[src/rtl/mc_main_control_pkg.sv]
// Shared encodings for the multi-cycle MIPS main control: opcodes, ALU op,
// mux-select codes and FSM state numbering.
// Latency: n/a (constants only). Backpressure: n/a.
package mc_ctrl_pkg;

    localparam logic [5:0] OP_RTYPE = 6'b000000;
    localparam logic [5:0] OP_J     = 6'b000010;
    localparam logic [5:0] OP_BEQ   = 6'b000100;
    localparam logic [5:0] OP_ADDI  = 6'b001000;
    localparam logic [5:0] OP_LW    = 6'b100011;
    localparam logic [5:0] OP_SW    = 6'b101011;

    localparam logic [1:0] ALU_OP_ADD   = 2'b00;
    localparam logic [1:0] ALU_OP_SUB   = 2'b01;
    localparam logic [1:0] ALU_OP_FUNCT = 2'b10;

    localparam logic [1:0] ALU_SRC_B_REG   = 2'b00;
    localparam logic [1:0] ALU_SRC_B_FOUR  = 2'b01;
    localparam logic [1:0] ALU_SRC_B_IMM   = 2'b10;
    localparam logic [1:0] ALU_SRC_B_SHIMM = 2'b11;

    localparam logic [1:0] PC_SRC_ALU    = 2'b00;
    localparam logic [1:0] PC_SRC_ALUOUT = 2'b01;
    localparam logic [1:0] PC_SRC_JUMP   = 2'b10;

    typedef enum logic [3:0] {
        S_FETCH     = 4'd0,
        S_DECODE    = 4'd1,
        S_MEM_ADDR  = 4'd2,
        S_MEM_READ  = 4'd3,
        S_MEM_WB    = 4'd4,
        S_MEM_WRITE = 4'd5,
        S_EXECUTE   = 4'd6,
        S_R_WB      = 4'd7,
        S_BRANCH    = 4'd8,
        S_JUMP      = 4'd9,
        S_ADDI_EXEC = 4'd10,
        S_ADDI_WB   = 4'd11
    } state_t;

endpackage

[src/rtl/mc_main_control_if.sv]
// Bundle between the main control FSM and the datapath it steers.
// Latency: n/a (wires only). Backpressure: mem_ready from memory stalls the FSM.
// master = control side (drives selects/enables), slave = datapath side.
interface mc_main_control_if;
    logic [5:0] opcode;
    logic       mem_ready;
    logic       pc_write;
    logic       pc_write_cond;
    logic       i_or_d;
    logic       mem_read;
    logic       mem_write;
    logic       ir_write;
    logic       mem_to_reg;
    logic       reg_dst;
    logic       reg_write;
    logic       alu_src_a;
    logic [1:0] alu_src_b;
    logic [1:0] alu_op;
    logic [1:0] pc_source;
    logic       illegal_op;
    logic       mem_err;
    logic [3:0] state_o;

    modport master (
        input  opcode, mem_ready,
        output pc_write, pc_write_cond, i_or_d, mem_read, mem_write, ir_write,
               mem_to_reg, reg_dst, reg_write, alu_src_a, alu_src_b, alu_op,
               pc_source, illegal_op, mem_err, state_o
    );

    modport slave (
        output opcode, mem_ready,
        input  pc_write, pc_write_cond, i_or_d, mem_read, mem_write, ir_write,
               mem_to_reg, reg_dst, reg_write, alu_src_a, alu_src_b, alu_op,
               pc_source, illegal_op, mem_err, state_o
    );
endinterface

[src/rtl/mc_main_control_wait_timer.sv]
// Memory-wait counter: counts stalled cycles, flags when MEM_TIMEOUT is reached.
// Latency: expired is a registered-count compare, valid the cycle the count lands.
// Backpressure: none; clr wins over en, count saturates at MEM_TIMEOUT.
// Ports: clk, rst_n, clr (zero the count), en (count this cycle), expired.
module mc_wait_timer #(
    parameter int MEM_TIMEOUT = 15,
    parameter int CNT_W       = 8   // 2**CNT_W must exceed MEM_TIMEOUT
) (
    input  logic clk,
    input  logic rst_n,
    input  logic clr,
    input  logic en,
    output logic expired
);
    logic [CNT_W-1:0] cnt;

    assign expired = (cnt == CNT_W'(MEM_TIMEOUT));

    always_ff @(posedge clk or negedge rst_n) begin
        if (!rst_n)
            cnt <= '0;
        else if (clr)
            cnt <= '0;
        else if (en && !expired)
            cnt <= cnt + 1'b1;
    end
endmodule

[src/rtl/mc_main_control.sv]
// Multi-cycle MIPS main control FSM: fetch/decode/execute/memory/writeback sequencing.
// Latency: one state per cycle; memory states hold until mem_ready or MEM_TIMEOUT.
// Backpressure: mem_ready=0 stalls FETCH/MEM_READ/MEM_WRITE; timeout aborts to FETCH.
// Ports: clk, rst_n (async active-low), bus (mc_main_control_if.master: opcode,
// mem_ready in; selects, enables, alu_op, illegal_op, mem_err, state_o out).
// Build option: CTRL_ADDI_EN adds the addi path (ADDI_EXEC/ADDI_WB).
module mc_main_control
    import mc_ctrl_pkg::*;
#(
    parameter int MEM_TIMEOUT = 15,
    parameter int CNT_W       = 8
) (
    input  logic                clk,
    input  logic                rst_n,
    mc_main_control_if.master   bus
);
    state_t state, next_state;
    logic   waiting, expired, timeout, timer_clr, timer_en;

    logic       pc_write_s, ir_write_s, reg_write_s, mem_write_s;
    logic       pc_write_cond_s, i_or_d_s, mem_read_s, mem_to_reg_s, reg_dst_s, alu_src_a_s;
    logic [1:0] alu_src_b_s, alu_op_s, pc_source_s;

    assign waiting   = (state == S_FETCH) || (state == S_MEM_READ) || (state == S_MEM_WRITE);
    assign timeout   = waiting && expired && !bus.mem_ready;
    // Any state change clears the count, so every wait state starts from zero;
    // a FETCH timeout re-enters FETCH without a state change, hence the explicit term.
    assign timer_clr = (next_state != state) || timeout;
    assign timer_en  = waiting && !bus.mem_ready;

    mc_wait_timer #(.MEM_TIMEOUT(MEM_TIMEOUT), .CNT_W(CNT_W)) u_timer (
        .clk     (clk),
        .rst_n   (rst_n),
        .clr     (timer_clr),
        .en      (timer_en),
        .expired (expired)
    );

    always_ff @(posedge clk or negedge rst_n) begin
        if (!rst_n)
            state <= S_FETCH;
        else
            state <= next_state;
    end

    always_comb begin
        next_state = state;
        case (state)
            S_FETCH:     if (bus.mem_ready) next_state = S_DECODE;
                         else if (timeout)  next_state = S_FETCH;
            S_DECODE: begin
                case (bus.opcode)
                    OP_LW, OP_SW: next_state = S_MEM_ADDR;
                    OP_RTYPE:     next_state = S_EXECUTE;
                    OP_BEQ:       next_state = S_BRANCH;
                    OP_J:         next_state = S_JUMP;
`ifdef CTRL_ADDI_EN
                    OP_ADDI:      next_state = S_ADDI_EXEC;
`endif
                    default:      next_state = S_FETCH;
                endcase
            end
            S_MEM_ADDR:  if (bus.opcode == OP_LW)      next_state = S_MEM_READ;
                         else if (bus.opcode == OP_SW) next_state = S_MEM_WRITE;
                         else                          next_state = S_FETCH;
            S_MEM_READ:  if (bus.mem_ready) next_state = S_MEM_WB;
                         else if (timeout)  next_state = S_FETCH;
            S_MEM_WB:    next_state = S_FETCH;
            S_MEM_WRITE: if (bus.mem_ready || timeout) next_state = S_FETCH;
            S_EXECUTE:   next_state = S_R_WB;
            S_R_WB:      next_state = S_FETCH;
            S_BRANCH:    next_state = S_FETCH;
            S_JUMP:      next_state = S_FETCH;
`ifdef CTRL_ADDI_EN
            S_ADDI_EXEC: next_state = S_ADDI_WB;
            S_ADDI_WB:   next_state = S_FETCH;
`endif
            default:     next_state = S_FETCH;
        endcase
    end

    always_comb begin
        pc_write_s      = 1'b0;
        pc_write_cond_s = 1'b0;
        i_or_d_s        = 1'b0;
        mem_read_s      = 1'b0;
        mem_write_s     = 1'b0;
        ir_write_s      = 1'b0;
        mem_to_reg_s    = 1'b0;
        reg_dst_s       = 1'b0;
        reg_write_s     = 1'b0;
        alu_src_a_s     = 1'b0;
        alu_src_b_s     = ALU_SRC_B_REG;
        alu_op_s        = ALU_OP_ADD;
        pc_source_s     = PC_SRC_ALU;
        case (state)
            S_FETCH: begin
                mem_read_s  = 1'b1;
                alu_src_b_s = ALU_SRC_B_FOUR;
                // IR/PC only load on the cycle memory actually returns the word
                ir_write_s  = bus.mem_ready;
                pc_write_s  = bus.mem_ready;
            end
            S_DECODE:    alu_src_b_s = ALU_SRC_B_SHIMM;
            S_MEM_ADDR: begin
                alu_src_a_s = 1'b1;
                alu_src_b_s = ALU_SRC_B_IMM;
            end
            S_MEM_READ: begin
                mem_read_s = 1'b1;
                i_or_d_s   = 1'b1;
            end
            S_MEM_WB: begin
                reg_write_s  = 1'b1;
                mem_to_reg_s = 1'b1;
            end
            S_MEM_WRITE: begin
                mem_write_s = 1'b1;
                i_or_d_s    = 1'b1;
            end
            S_EXECUTE: begin
                alu_src_a_s = 1'b1;
                alu_op_s    = ALU_OP_FUNCT;
            end
            S_R_WB: begin
                reg_write_s = 1'b1;
                reg_dst_s   = 1'b1;
            end
            S_BRANCH: begin
                alu_src_a_s     = 1'b1;
                alu_op_s        = ALU_OP_SUB;
                pc_write_cond_s = 1'b1;
                pc_source_s     = PC_SRC_ALUOUT;
            end
            S_JUMP: begin
                pc_write_s  = 1'b1;
                pc_source_s = PC_SRC_JUMP;
            end
`ifdef CTRL_ADDI_EN
            S_ADDI_EXEC: begin
                alu_src_a_s = 1'b1;
                alu_src_b_s = ALU_SRC_B_IMM;
            end
            S_ADDI_WB:   reg_write_s = 1'b1;
`endif
            default: ;
        endcase
    end

    // Write enables and pulses are gated by rst_n directly so nothing can
    // commit between the async reset edge and the next clock.
    assign bus.pc_write      = rst_n & pc_write_s;
    assign bus.ir_write      = rst_n & ir_write_s;
    assign bus.reg_write     = rst_n & reg_write_s;
    assign bus.mem_write     = rst_n & mem_write_s;
    assign bus.illegal_op    = rst_n & (state == S_DECODE) & (next_state == S_FETCH);
    assign bus.mem_err       = rst_n & timeout;
    assign bus.pc_write_cond = pc_write_cond_s;
    assign bus.i_or_d        = i_or_d_s;
    assign bus.mem_read      = mem_read_s;
    assign bus.mem_to_reg    = mem_to_reg_s;
    assign bus.reg_dst       = reg_dst_s;
    assign bus.alu_src_a     = alu_src_a_s;
    assign bus.alu_src_b     = alu_src_b_s;
    assign bus.alu_op        = alu_op_s;
    assign bus.pc_source     = pc_source_s;
    assign bus.state_o       = state;
endmodule
[src/flat_wrapper.sv]
// flat-port wrapper written by rule: the top's interface ports become plain ports
module mc_main_control_flat import mc_ctrl_pkg::*;
#(
    parameter int MEM_TIMEOUT = 15,
    parameter int CNT_W       = 8
)
  (clk, rst_n, bus_opcode, bus_mem_ready, bus_pc_write, bus_pc_write_cond, bus_i_or_d, bus_mem_read, bus_mem_write, bus_ir_write, bus_mem_to_reg, bus_reg_dst, bus_reg_write, bus_alu_src_a, bus_alu_src_b, bus_alu_op, bus_pc_source, bus_illegal_op, bus_mem_err, bus_state_o);
  mc_main_control_if bus_i ();
  input  logic clk;
  input  logic rst_n;
  input wire logic [$bits(bus_i.opcode)-1:0] bus_opcode;
  input wire logic [$bits(bus_i.mem_ready)-1:0] bus_mem_ready;
  output wire logic [$bits(bus_i.pc_write)-1:0] bus_pc_write;
  output wire logic [$bits(bus_i.pc_write_cond)-1:0] bus_pc_write_cond;
  output wire logic [$bits(bus_i.i_or_d)-1:0] bus_i_or_d;
  output wire logic [$bits(bus_i.mem_read)-1:0] bus_mem_read;
  output wire logic [$bits(bus_i.mem_write)-1:0] bus_mem_write;
  output wire logic [$bits(bus_i.ir_write)-1:0] bus_ir_write;
  output wire logic [$bits(bus_i.mem_to_reg)-1:0] bus_mem_to_reg;
  output wire logic [$bits(bus_i.reg_dst)-1:0] bus_reg_dst;
  output wire logic [$bits(bus_i.reg_write)-1:0] bus_reg_write;
  output wire logic [$bits(bus_i.alu_src_a)-1:0] bus_alu_src_a;
  output wire logic [$bits(bus_i.alu_src_b)-1:0] bus_alu_src_b;
  output wire logic [$bits(bus_i.alu_op)-1:0] bus_alu_op;
  output wire logic [$bits(bus_i.pc_source)-1:0] bus_pc_source;
  output wire logic [$bits(bus_i.illegal_op)-1:0] bus_illegal_op;
  output wire logic [$bits(bus_i.mem_err)-1:0] bus_mem_err;
  output wire logic [$bits(bus_i.state_o)-1:0] bus_state_o;
  assign bus_i.opcode = bus_opcode;
  assign bus_i.mem_ready = bus_mem_ready;
  assign bus_pc_write = bus_i.pc_write;
  assign bus_pc_write_cond = bus_i.pc_write_cond;
  assign bus_i_or_d = bus_i.i_or_d;
  assign bus_mem_read = bus_i.mem_read;
  assign bus_mem_write = bus_i.mem_write;
  assign bus_ir_write = bus_i.ir_write;
  assign bus_mem_to_reg = bus_i.mem_to_reg;
  assign bus_reg_dst = bus_i.reg_dst;
  assign bus_reg_write = bus_i.reg_write;
  assign bus_alu_src_a = bus_i.alu_src_a;
  assign bus_alu_src_b = bus_i.alu_src_b;
  assign bus_alu_op = bus_i.alu_op;
  assign bus_pc_source = bus_i.pc_source;
  assign bus_illegal_op = bus_i.illegal_op;
  assign bus_mem_err = bus_i.mem_err;
  assign bus_state_o = bus_i.state_o;
  mc_main_control #(.MEM_TIMEOUT(MEM_TIMEOUT), .CNT_W(CNT_W)) u_core (.clk(clk), .rst_n(rst_n), .bus(bus_i));
endmodule
[config.mk]
export PLATFORM = sky130hd
export DESIGN_NAME = mc_main_control_flat
export DESIGN_NICKNAME = d
export VERILOG_FILES = /design/src/rtl/mc_main_control_pkg.sv /design/src/rtl/mc_main_control_if.sv /design/src/rtl/mc_main_control_wait_timer.sv /design/src/rtl/mc_main_control.sv /design/src/flat_wrapper.sv
export SDC_FILE = /design/constraint.sdc
export NUM_CORES = 1
export LEC_CHECK = 0
export ABC_CLOCK_PERIOD_IN_PS = 1800
export BUFFER_PORTS_ARGS = -buffer_cell sky130_fd_sc_hd__buf_2
export CORE_ASPECT_RATIO = 1.2
export CORE_MARGIN = 4
export CORE_UTILIZATION = 30
export CTS_CLUSTER_SIZE = 25
export DETAILED_ROUTE_END_ITERATION = 7
export PLACE_DENSITY = 0.54
export SYNTH_ARGS = -nofsm -noshare
export SYNTH_HDL_FRONTEND = slang
export SYNTH_SLANG_ARGS = --single-unit
export TNS_END_PERCENT = 100
[constraint.sdc]
create_clock -name clk -period 1.8 [get_ports clk]
set_input_delay 0.27 -clock clk [delete_from_list [all_inputs] [get_ports clk]]
set_output_delay 0.27 -clock clk [all_outputs]
set_load 0.05 [all_outputs]
==> out/results.ini, run 1 <==
[clocking]
cts_buffers=3
htree_num_levels=1
clkSlewWorstSetupHoldPaths_ns=0.08
clock_path_buffers=2
cts_num_sinks=12
cts_tree=yes
root_buffer=clkbuf_4
clock_latency_ns=0.28

[job]
cap_violations=0

[global_route]
grtUsageMet1_pct=16.7
met3_usage_pct=2.87
grt_start_max_net_pins=13
grt_pass1_vias=914
busiest_layer=met2
use_met2_pct=24.2
gr-total-overflow=0
grt_antenna_before_repair=0
grt_first_pass_wirelength_um=4250
gr-usage-all-layers_pct=14.5

[final_layout]
seq_area_sq_um=305
area_delta_synth_final_pct=75.5
diodes=0
drive_above_1_share_pct=60.5
multi_input_area_sq_um=671
instances_no_fill=191
nets=168
nFillCells=253

[sta]
slew_viol_final=0
hold_viol_final=0
finClkSkew_ns=0.00270
tightestPinTransition_ns=0.384
holdWs_ns=0.0277
fin_ws_ns=-0.350
rsz0062_at_grt=yes
final.period_utilization_pct=119
max_clock_freq_mhz=465
fin_setup_tns_ns=-1.35
setup_viol=13
max_slew_margin_pct=74.2
min_period_ns=2.15

[drt]
routed_via_density=5.10
drt_first_iter_violations=13
post-route-drc-count=0
dr.pass1.iters=4
dr_total_vias=975
detail_route.wl_per_cell_um=13.8
routed_wl_um=2650
postRouteAntennaNets=0

[floorplanning]
start_util_pct=31.6
die_area_sq_um=3900
fp.dieH_um=67.6
num_rows=21
io-pin-count=31
die_w_um=57.7
core-area_sq_um=2810

[placed_design]
portBuffers=30
placed_cells=182
dp_hpwl_um=1910
gp_congestion=0.813

[yosys]
synth-xor-area-share_pct=7.89
synth_area_leaders=dfrtp_1, nor2_1, xnor2_1
synth_compound_area_share_pct=7.18
synthAdderAreaFrac_pct=1.41
ys_seq_area_share_pct=33.8
ys_ff_latch=12
muxShareOfSynthArea_pct=1.27
synth.distinct_cells=38
synthCells=107
synth_simple_gate_area_share_pct=40.1
mappedNetlistArea_sq_um=888
yosys_warnings=0
synth_area_per_cell_sq_um=8.30
synth_commonest_cells=nor2_1, dfrtp_1, nand2_1, nor3_1
async_flop_share_pct=100
synth_top_family_by_area=simple AND/OR/NAND/NOR gates
yosys.area.top_type=dfrtp_1
synthesis.nets=117
synth_top_cell_area_share_pct=33.8
synth_edf_count=0
synthMostInstantiatedCell=nor2_1
synth_ff_type=dfrtp_1

[critical_path]
critPathLaunchType=flip-flop
endpoint_kind=output port
crit_type=flip-flop to output port
arrival_ns=1.88
crit_fanout=2
worstPathRequired_ns=1.53

[outcome]
outcome=complete, but fails checks
failed_checks=setup timing

[pwr]
p_total_w=0.000775
ir_worst_vdd_uv=417
p_leak_nw=0.690
pwr_density_cell_nw_per_um2=497

[min_path]
hold_path_class=input port to asynchronous set/reset pin

## metrics by stage
stage,setup WS [ns],utilization (%),area [sq um]
floorplan,-0.152,-,1000
global placement,-0.0875,44.9,1260
detailed placement,-0.126,44.9,1260
CTS,-0.334,52.7,1480
global route,-0.407,55.5,1560
finish,-0.350,55.5,1560
## worst paths after layout
check / start / endpoint / cells past startpoint / slack, ns
max: u_core.bus.state_o[3] / bus_illegal_op / 5 / -0.35
min: rst_n / u_core.u_timer.cnt[7] / 2 / 0.03
max reg2reg: u_core.u_timer.cnt[0] / u_core.u_timer.cnt[7] / 6 / 0.11
min reg2reg: u_core.u_timer.cnt[0] / u_core.u_timer.cnt[0] / 2 / 0.53
max in group asynchronous: rst_n / u_core.u_timer.cnt[5] / 2 / 1.20
min in group clk: bus_opcode[1] / u_core.bus.state_o[0] / 3 / 0.32
## cell type report
| cell class | count | area share (%) |
|---|---|---|
| inverters | 1 | 0.241 |
| well taps | 34 | 2.73 |
| repair buffers | 56 | 32.1 |
| multi-input cells | 84 | 43.0 |
| flip-flops and latches | 12 | 19.6 |
| clock buffers | 4 | 2.33 |
## worst max-delay path: stages, from the launching register on
cell and delay, ns:
dfrtp_2 0.41, or4_4 0.57, nor4_4 0.25, a211oi_2 0.07, and4_4 0.16, buf_6 0.15
## layer usage
metal | up-vias | routed length (um)
met3 | 9 | 134
met1 | 468 | 1090
met2 | 29 | 1330
li1 | 469 | -
met5 | - | 0
met4 | 0 | 89
## power breakdown
| part | total (W) | switching, W | leakage, nW | internal, W |
|---|---|---|---|---|
| combinational | 0.000262 | 0.000154 | 0.511 | 0.000108 |
| clock | 0.000225 | 0.000102 | 0.0210 | 0.000123 |
| sequential | 0.000287 | 0.00000937 | 0.158 | 0.000278 |
## cell usage in the layout, fill, tap and decap left out, types with 2 or more instances in the layout
| master | count |
|---|---|
| nor3_1 | 5 |
| buf_8 | 5 |
| nand3_1 | 4 |
| nor4_1 | 2 |
| buf_6 | 16 |
| nand2b_4 | 2 |
| o21ai_0 | 2 |
| xor2_1 | 2 |
| buf_4 | 20 |
| nor2_4 | 8 |
| nor2_2 | 6 |
| dfrtp_1 | 8 |
| nand2_1 | 8 |
| nor3_2 | 2 |
| dfrtp_2 | 4 |
| clkbuf_4 | 3 |
| xnor2_1 | 5 |
| a21oi_2 | 2 |
| buf_2 | 13 |
| or3_1 | 2 |
| nor2_1 | 9 |
## sequential cells by signal (all words and copies together) (netlist names)
signal / count
u_core.u_timer.cnt: 8
u_core.bus.state_o: 4
## cells by family after synthesis
logic type	Yosys count
mux	1
buf+inv	11
fa+ha+maj	1
simple gates	64
flops	12
compound gates	10
xor+xnor	8
## timing repair
item / in CTS / in global routing
pin swaps: 3 / 3
buffers inserted: 3 / 3
hold endpoints to repair: 3 / 0
resized for setup: 39 / 18
hold buffers: 1 / 0
endpoints found under the setup margin: 15 / 17
Note: power is estimated with default switching activity, not from simulation.
==> run 2: changes to the inputs <==
--- a/config.mk
+++ b/config.mk
@@ -5,6 +5,7 @@
 export SDC_FILE = /design/constraint.sdc
 export NUM_CORES = 1
 export LEC_CHECK = 0
+export ABC_AREA = 1
 export ABC_CLOCK_PERIOD_IN_PS = 1800
 export BUFFER_PORTS_ARGS = -buffer_cell sky130_fd_sc_hd__buf_2
 export CORE_ASPECT_RATIO = 1.2
==> run 2 against run 1 <==
The run still ends with setup timing left. Count of clock-buffer cells in the layout did not move. Area after synthesis rose by 3.4%. Flip-flop and latch count did not move. Maximum frequency rose by 11%. Cell count rose by 9.9%. Synthesized cell count rose by 21%. Sequential share of layout area rose by 0.85 points. Critical endpoint unchanged.
==> out/results.ini, run 2 <==
[outcome]
outcome=complete, but fails checks
failed_checks=setup timing

[drt]
routed_wl_um=2410
post-route-drc-count=0
postRouteAntennaNets=0
routed_via_density=4.58
detail_route.wl_per_cell_um=11.5
drt_first_iter_violations=22
dr_total_vias=962
dr.pass1.iters=4

[placed_design]
portBuffers=30
placed_cells=199
dp_slack_ns=0.0640
dp_hpwl_um=1910
gp_congestion=0.792

[pwr]
p_total_w=0.000766
p_sw_share_pct=35.2
ir_worst_vdd_uv=346
sequentialPowerShare_pct=37.6
clkPwrFrac_pct=28.2
internal_power_w=0.000497
power_frac_comb_pct=34.1
power_switching_w=0.000270
p_leak_nw=0.759
pwr_density_cell_nw_per_um2=504

[yosys]
ys_seq_area_share_pct=32.7
synth-xor-area-share_pct=5.72
synthMostInstantiatedCell=nor2_1
synth_top_cell_area_share_pct=32.7
muxShareOfSynthArea_pct=0
synth_edf_count=0
synth_compound_area_share_pct=0.817
synth_area_leaders=dfrtp_1, nor2_1, nand2_1
ys_ff_latch=12
synth.distinct_cells=20
synth_commonest_cells=nor2_1, nand2_1, inv_1, dfrtp_1, nand3_1
yosys_warnings=0
synthAdderAreaFrac_pct=1.36
synth_simple_gate_area_share_pct=49.6
synthCells=130
synth_area_per_cell_sq_um=7.06
synthesis.nets=140
synth_ff_type=dfrtp_1
synth_top_family_by_area=simple AND/OR/NAND/NOR gates
yosys.area.top_type=dfrtp_1
async_flop_share_pct=100
mappedNetlistArea_sq_um=918

[global_route]
grt_start_max_net_pins=14
gr-usage-all-layers_pct=13.7
grt_pass1_vias=942
gr-total-overflow=0
grt_first_pass_wirelength_um=4140
grt_antenna_before_repair=0

[clocking]
htree_num_levels=1
cts_buffers=3
clock_path_buffers=2
root_buffer=clkbuf_4
cts_tree=yes
clock_latency_ns=0.27
cts_num_sinks=12
clkSlewWorstSetupHoldPaths_ns=0.08

[critical_path]
critPathMostFrequentCell=nand2_4
crit_fanout=4
crit_start=u_core.bus.state_o[2]
worstReg2RegStart=u_core.bus.state_o[2]
crit_type=flip-flop to output port
cp_cell_sequence=nor2_4 > nand2_4 > nand3_4 > nand2_4 > nand2_4 > nand3_4 > nor2_4 > buf_8
critPathSlowestCell=dfrtp_4
arrival_ns=1.67
max_stage_delay_ns=0.51
worstPathRequired_ns=1.53
critPathLaunchType=flip-flop
endpoint_kind=output port

[min_path]
hold_path_class=input port to flip-flop
worstHoldStart=bus_opcode[3]

[sta]
holdWs_ns=0.324
slew_viol_final=0
max_slew_margin_pct=75.4
max_clock_freq_mhz=517
tightestPinTransition_ns=0.369
setup_viol=5
fin_ws_ns=-0.135
final.period_utilization_pct=108
rsz0062_at_grt=yes
hold_viol_final=0
min_period_ns=1.94
finClkSkew_ns=0.00565

[final_layout]
largest_reg_flops=8
diodes=0
nets=187
mostFrequentLayoutCell=nor2_1
instances_no_fill=210
regMostFlops=u_core.u_timer.cnt
layout_common_cells=nor2_1, nand2_1, buf_2, buf_4, inv_1
area_delta_synth_final_pct=65.4
nFillCells=279
drive_above_1_share_pct=53.4

[floorplanning]
num_rows=21
core-area_sq_um=2860
start_util_pct=32.1
die_area_sq_um=4010
fp.dieH_um=68.6
die_w_um=58.5
io-pin-count=31

[job]
cap_violations=0

## run 2: worst paths after layout
kind | slack (ns) | cells past startpoint | endpoint
max in group asynchronous | 1.14 | 3 | u_core.bus.state_o[2]
max | -0.14 | 8 | bus_illegal_op
min | 0.32 | 4 | u_core.bus.state_o[3]
max reg2reg | 0.32 | 8 | u_core.u_timer.cnt[6]
min in group asynchronous | 0.47 | 3 | u_core.u_timer.cnt[2]
min reg2reg | 0.47 | 1 | u_core.u_timer.cnt[0]
## run 2: layout make-up
type	count	area, sq um	area share, %
flip-flops and latches	12	310	20.4
repair buffers	44	369	24.3
inverters	20	77.6	5.11
well taps	34	42.5	2.80
multi-input cells	96	683	45.0
clock buffers	4	36.3	2.39
## run 2: metal layers
layer,part of all wire (%),routed length [um],track usage [%]
met5,0,0,0
met4,0.87,21,6.67
met3,6.3,152,2.61
met2,51,1220,24.4
met1,42,1010,15.5
## run 2: power by group through the flow
stage                     registers [W]  logic [W]  clock network, W
after global routing           0.000290   0.000281          0.000244
after CTS                      0.000288   0.000253          0.000225
after global placement         0.000293   0.000205                 0
final                          0.000288   0.000261          0.000216
after detailed placement       0.000294   0.000206                 0
after floorplan                0.000304   0.000137                 0
## run 2: repair_timing
action | CTS | global route
gates resized for setup | 29 | 28
hold endpoints to repair | 12 | 0
hold buffers | 1 | 0
pin swaps | 6 | 7
endpoints found under the setup margin | 11 | 16
buffers inserted | 6 | 2
## run 2: logic make-up after synthesis
group | count (synthesis)
and+or+nand+nor | 88
buffers and inverters | 22
DFF | 12
xor gates and xnor gates | 6
AOI/OAI and AO/OA | 1
adders and majority gates | 1
## run 2: critical path, delay by kind of cell (launching register included)
kind	cells	cell delay, ns
buf+inv	1	0.15
simple gates	7	0.72
flops	1	0.51
## run 2: through the flow
stage | area (sq um) | utilization (%) | setup TNS (ns)
2_1_floorplan | 1010 | - | -0.599
3_3_place_gp | 1240 | 43.3 | 0
3_5_place_dp | 1240 | 43.3 | 0
4_1_cts | 1430 | 50.0 | -0.655
5_1_grt | 1520 | 53.0 | -0.933
6_report | 1520 | 53.0 | -0.367
==> run 3: changes to the inputs <==
--- a/config.mk
+++ b/config.mk
@@ -13,6 +13,7 @@
 export CORE_UTILIZATION = 30
 export CTS_CLUSTER_SIZE = 25
 export DETAILED_ROUTE_END_ITERATION = 7
+export GPL_TIMING_DRIVEN = 0
 export PLACE_DENSITY = 0.54
 export SYNTH_ARGS = -nofsm -noshare
 export SYNTH_HDL_FRONTEND = slang
==> run 3 against run 2 <==
The flow still finishes with violations (setup timing). Critical path depth stayed put. Register-to-register slack better by 0.02 ns. Utilization is 1.0 points lower. Die area stayed put. Cell count is 1.4% lower. Worst setup slack worse by 0.038 ns. Hold slack worse by 0.0093 ns. First-iteration DRC count is 14% higher. Wire length is 1.6% higher. Total power is 1.8% lower. Highest routed layer unchanged.
==> out/results.ini, run 3 (same netlist as run 2, synthesis figures left out) <==
[sta]
rsz0062_at_grt=yes
final.period_utilization_pct=110
slew_viol_final=0
finClkSkew_ns=0.00383
fin_ws_ns=-0.173
setup_viol=7
tightestPinTransition_ns=0.529
min_period_ns=1.97
fin_setup_tns_ns=-0.474
max_slew_margin_pct=64.6
max_clock_freq_mhz=507
hold_viol_final=0

[drt]
dr_total_vias=951
routed_via_density=4.59
detail_route.wl_per_cell_um=11.8
drt_first_iter_violations=25
routed_wl_um=2450
dr.pass1.iters=3
post-route-drc-count=0
postRouteAntennaNets=0

[min_path]
hold_path_class=input port to flip-flop

[floorplanning]
start_util_pct=32.1
io-pin-count=31
die_w_um=58.5
die_area_sq_um=4010
fp.dieH_um=68.6
num_rows=21
core-area_sq_um=2860

[critical_path]
crit_fanout=4
crit_type=flip-flop to output port
critPathTopFamily=simple AND/OR/NAND/NOR gates
worstPathRequired_ns=1.53
cp_cell_sequence=nor2_4 > nand2_4 > nand3_4 > nand2_2 > nand2_4 > nand3_4 > nor2_4 > buf_8
critPathSlowestCell=dfrtp_4
arrival_ns=1.70
crit_buf_inv=1
critPathLaunchType=flip-flop
max_stage_delay_ns=0.51
endpoint_kind=output port

[placed_design]
dp_slack_ns=-0.00976
dp_hpwl_um=1860
portBuffers=30
gp_congestion=0.796
placed_cells=194
placed_cell_area_sq_um=1200

[final_layout]
drive_above_1_share_pct=52.6
nets=184
regMostFlops=u_core.u_timer.cnt
layout_common_cells=nor2_1, nand2_1, buf_2
nFillCells=280
mostFrequentLayoutCell=nor2_1
multi_input_area_sq_um=668
seq_area_sq_um=310
area_delta_synth_final_pct=62.3
instances_no_fill=207
largest_reg_flops=8
diodes=0
stdcell_area_sq_um=1490

[job]
cap_violations=0

[clocking]
clock_latency_ns=0.27
root_buffer=clkbuf_4
cts_buffers=3
cts_num_sinks=12
clock_path_buffers=2
clkSlewWorstSetupHoldPaths_ns=0.07
htree_num_levels=1
cts_tree=yes

[pwr]
pwr_density_cell_nw_per_um2=505
internal_power_w=0.000492
ir_worst_vdd_uv=366
sequentialPowerShare_pct=38.4
power_switching_w=0.000261
p_sw_share_pct=34.7
p_leak_nw=0.738
power_frac_comb_pct=33.5
clkPwrFrac_pct=28.1

[global_route]
grt_antenna_before_repair=0
gr-usage-all-layers_pct=13.1
grt_start_max_net_pins=13
grt_first_pass_wirelength_um=3970
gr-total-overflow=0
grt_pass1_vias=947

[outcome]
outcome=complete, but fails checks
failed_checks=setup timing

run 3: changes by cell type in the layout (fill, tap and decap cells not counted), sizes merged:
cell  previous run  this run
buf             42        39
run 3: per-layer routing:
| metal | vias up | wire length (um) | global-route usage, % |
|---|---|---|---|
| met4 | 0 | 48 | 6.67 |
| met2 | 27 | 1270 | 24.9 |
| li1 | 491 | - | - |
| met1 | 427 | 968 | 13.3 |
| met5 | - | 0 | 0 |
| met3 | 6 | 162 | 2.98 |
run 3: worst min-delay path: stages:
cell and delay, ns:
buf_2 0.11, nor2_2 0.05, nand3_2 0.07, nand2_1 0.05
run 3: power by group through the flow:
| stage | registers [W] | clock network, W | logic, W |
|---|---|---|---|
| 2_1_floorplan | 0.000304 | 0 | 0.000137 |
| 3_3_place_gp | 0.000294 | 0 | 0.000196 |
| 3_5_place_dp | 0.000294 | 0 | 0.000199 |
| 4_1_cts | 0.000288 | 0.000217 | 0.000243 |
| 5_1_grt | 0.000290 | 0.000232 | 0.000271 |
| 6_report | 0.000289 | 0.000212 | 0.000252 |
run 3: metrics by stage:
step           util (%)  hold slack [ns]  power, W
4_1_cts            49.5            0.319  0.000748
3_3_place_gp       42.0            0.176  0.000490
6_report           52.0            0.315  0.000753
2_1_floorplan         -          -0.0256  0.000441
5_1_grt            52.0            0.344  0.000793
3_5_place_dp       42.0            0.181  0.000493
run 3: path summary, 6_finish.rpt:
kind / depth (start not counted) / startpoint / slack, ns / end
min in group asynchronous: 2 / rst_n / 0.57 / u_core.u_timer.cnt[7]
worst min-delay path: 4 / bus_opcode[3] / 0.31 / u_core.bus.state_o[3]
worst max register to register: 9 / u_core.bus.state_o[2] / 0.34 / u_core.bus.state_o[0]
worst min register to register: 1 / u_core.u_timer.cnt[0] / 0.48 / u_core.u_timer.cnt[0]
worst max-delay path: 8 / u_core.bus.state_o[2] / -0.17 / bus_illegal_op
max in group asynchronous: 2 / rst_n / 0.83 / u_core.bus.state_o[2]
run 3: repair_timing:
| action | in CTS | in global routing |
|---|---|---|
| buffers inserted | 7 | 1 |
| pin swaps | 8 | 4 |
| hold endpoints to repair | 12 | 0 |
| setup endpoints to repair | 8 | 15 |
| gates resized for setup | 34 | 19 |
| hold buffers | 1 | 0 |
run 3: final cells by class:
type,count,area share [%]
plain buffers,2,1.51
well taps,34,2.85
flip-flops and latches,12,20.8
clock buffers,4,2.43
repair buffers,39,22.3
multi-input cells,96,44.8
inverters,20,5.21
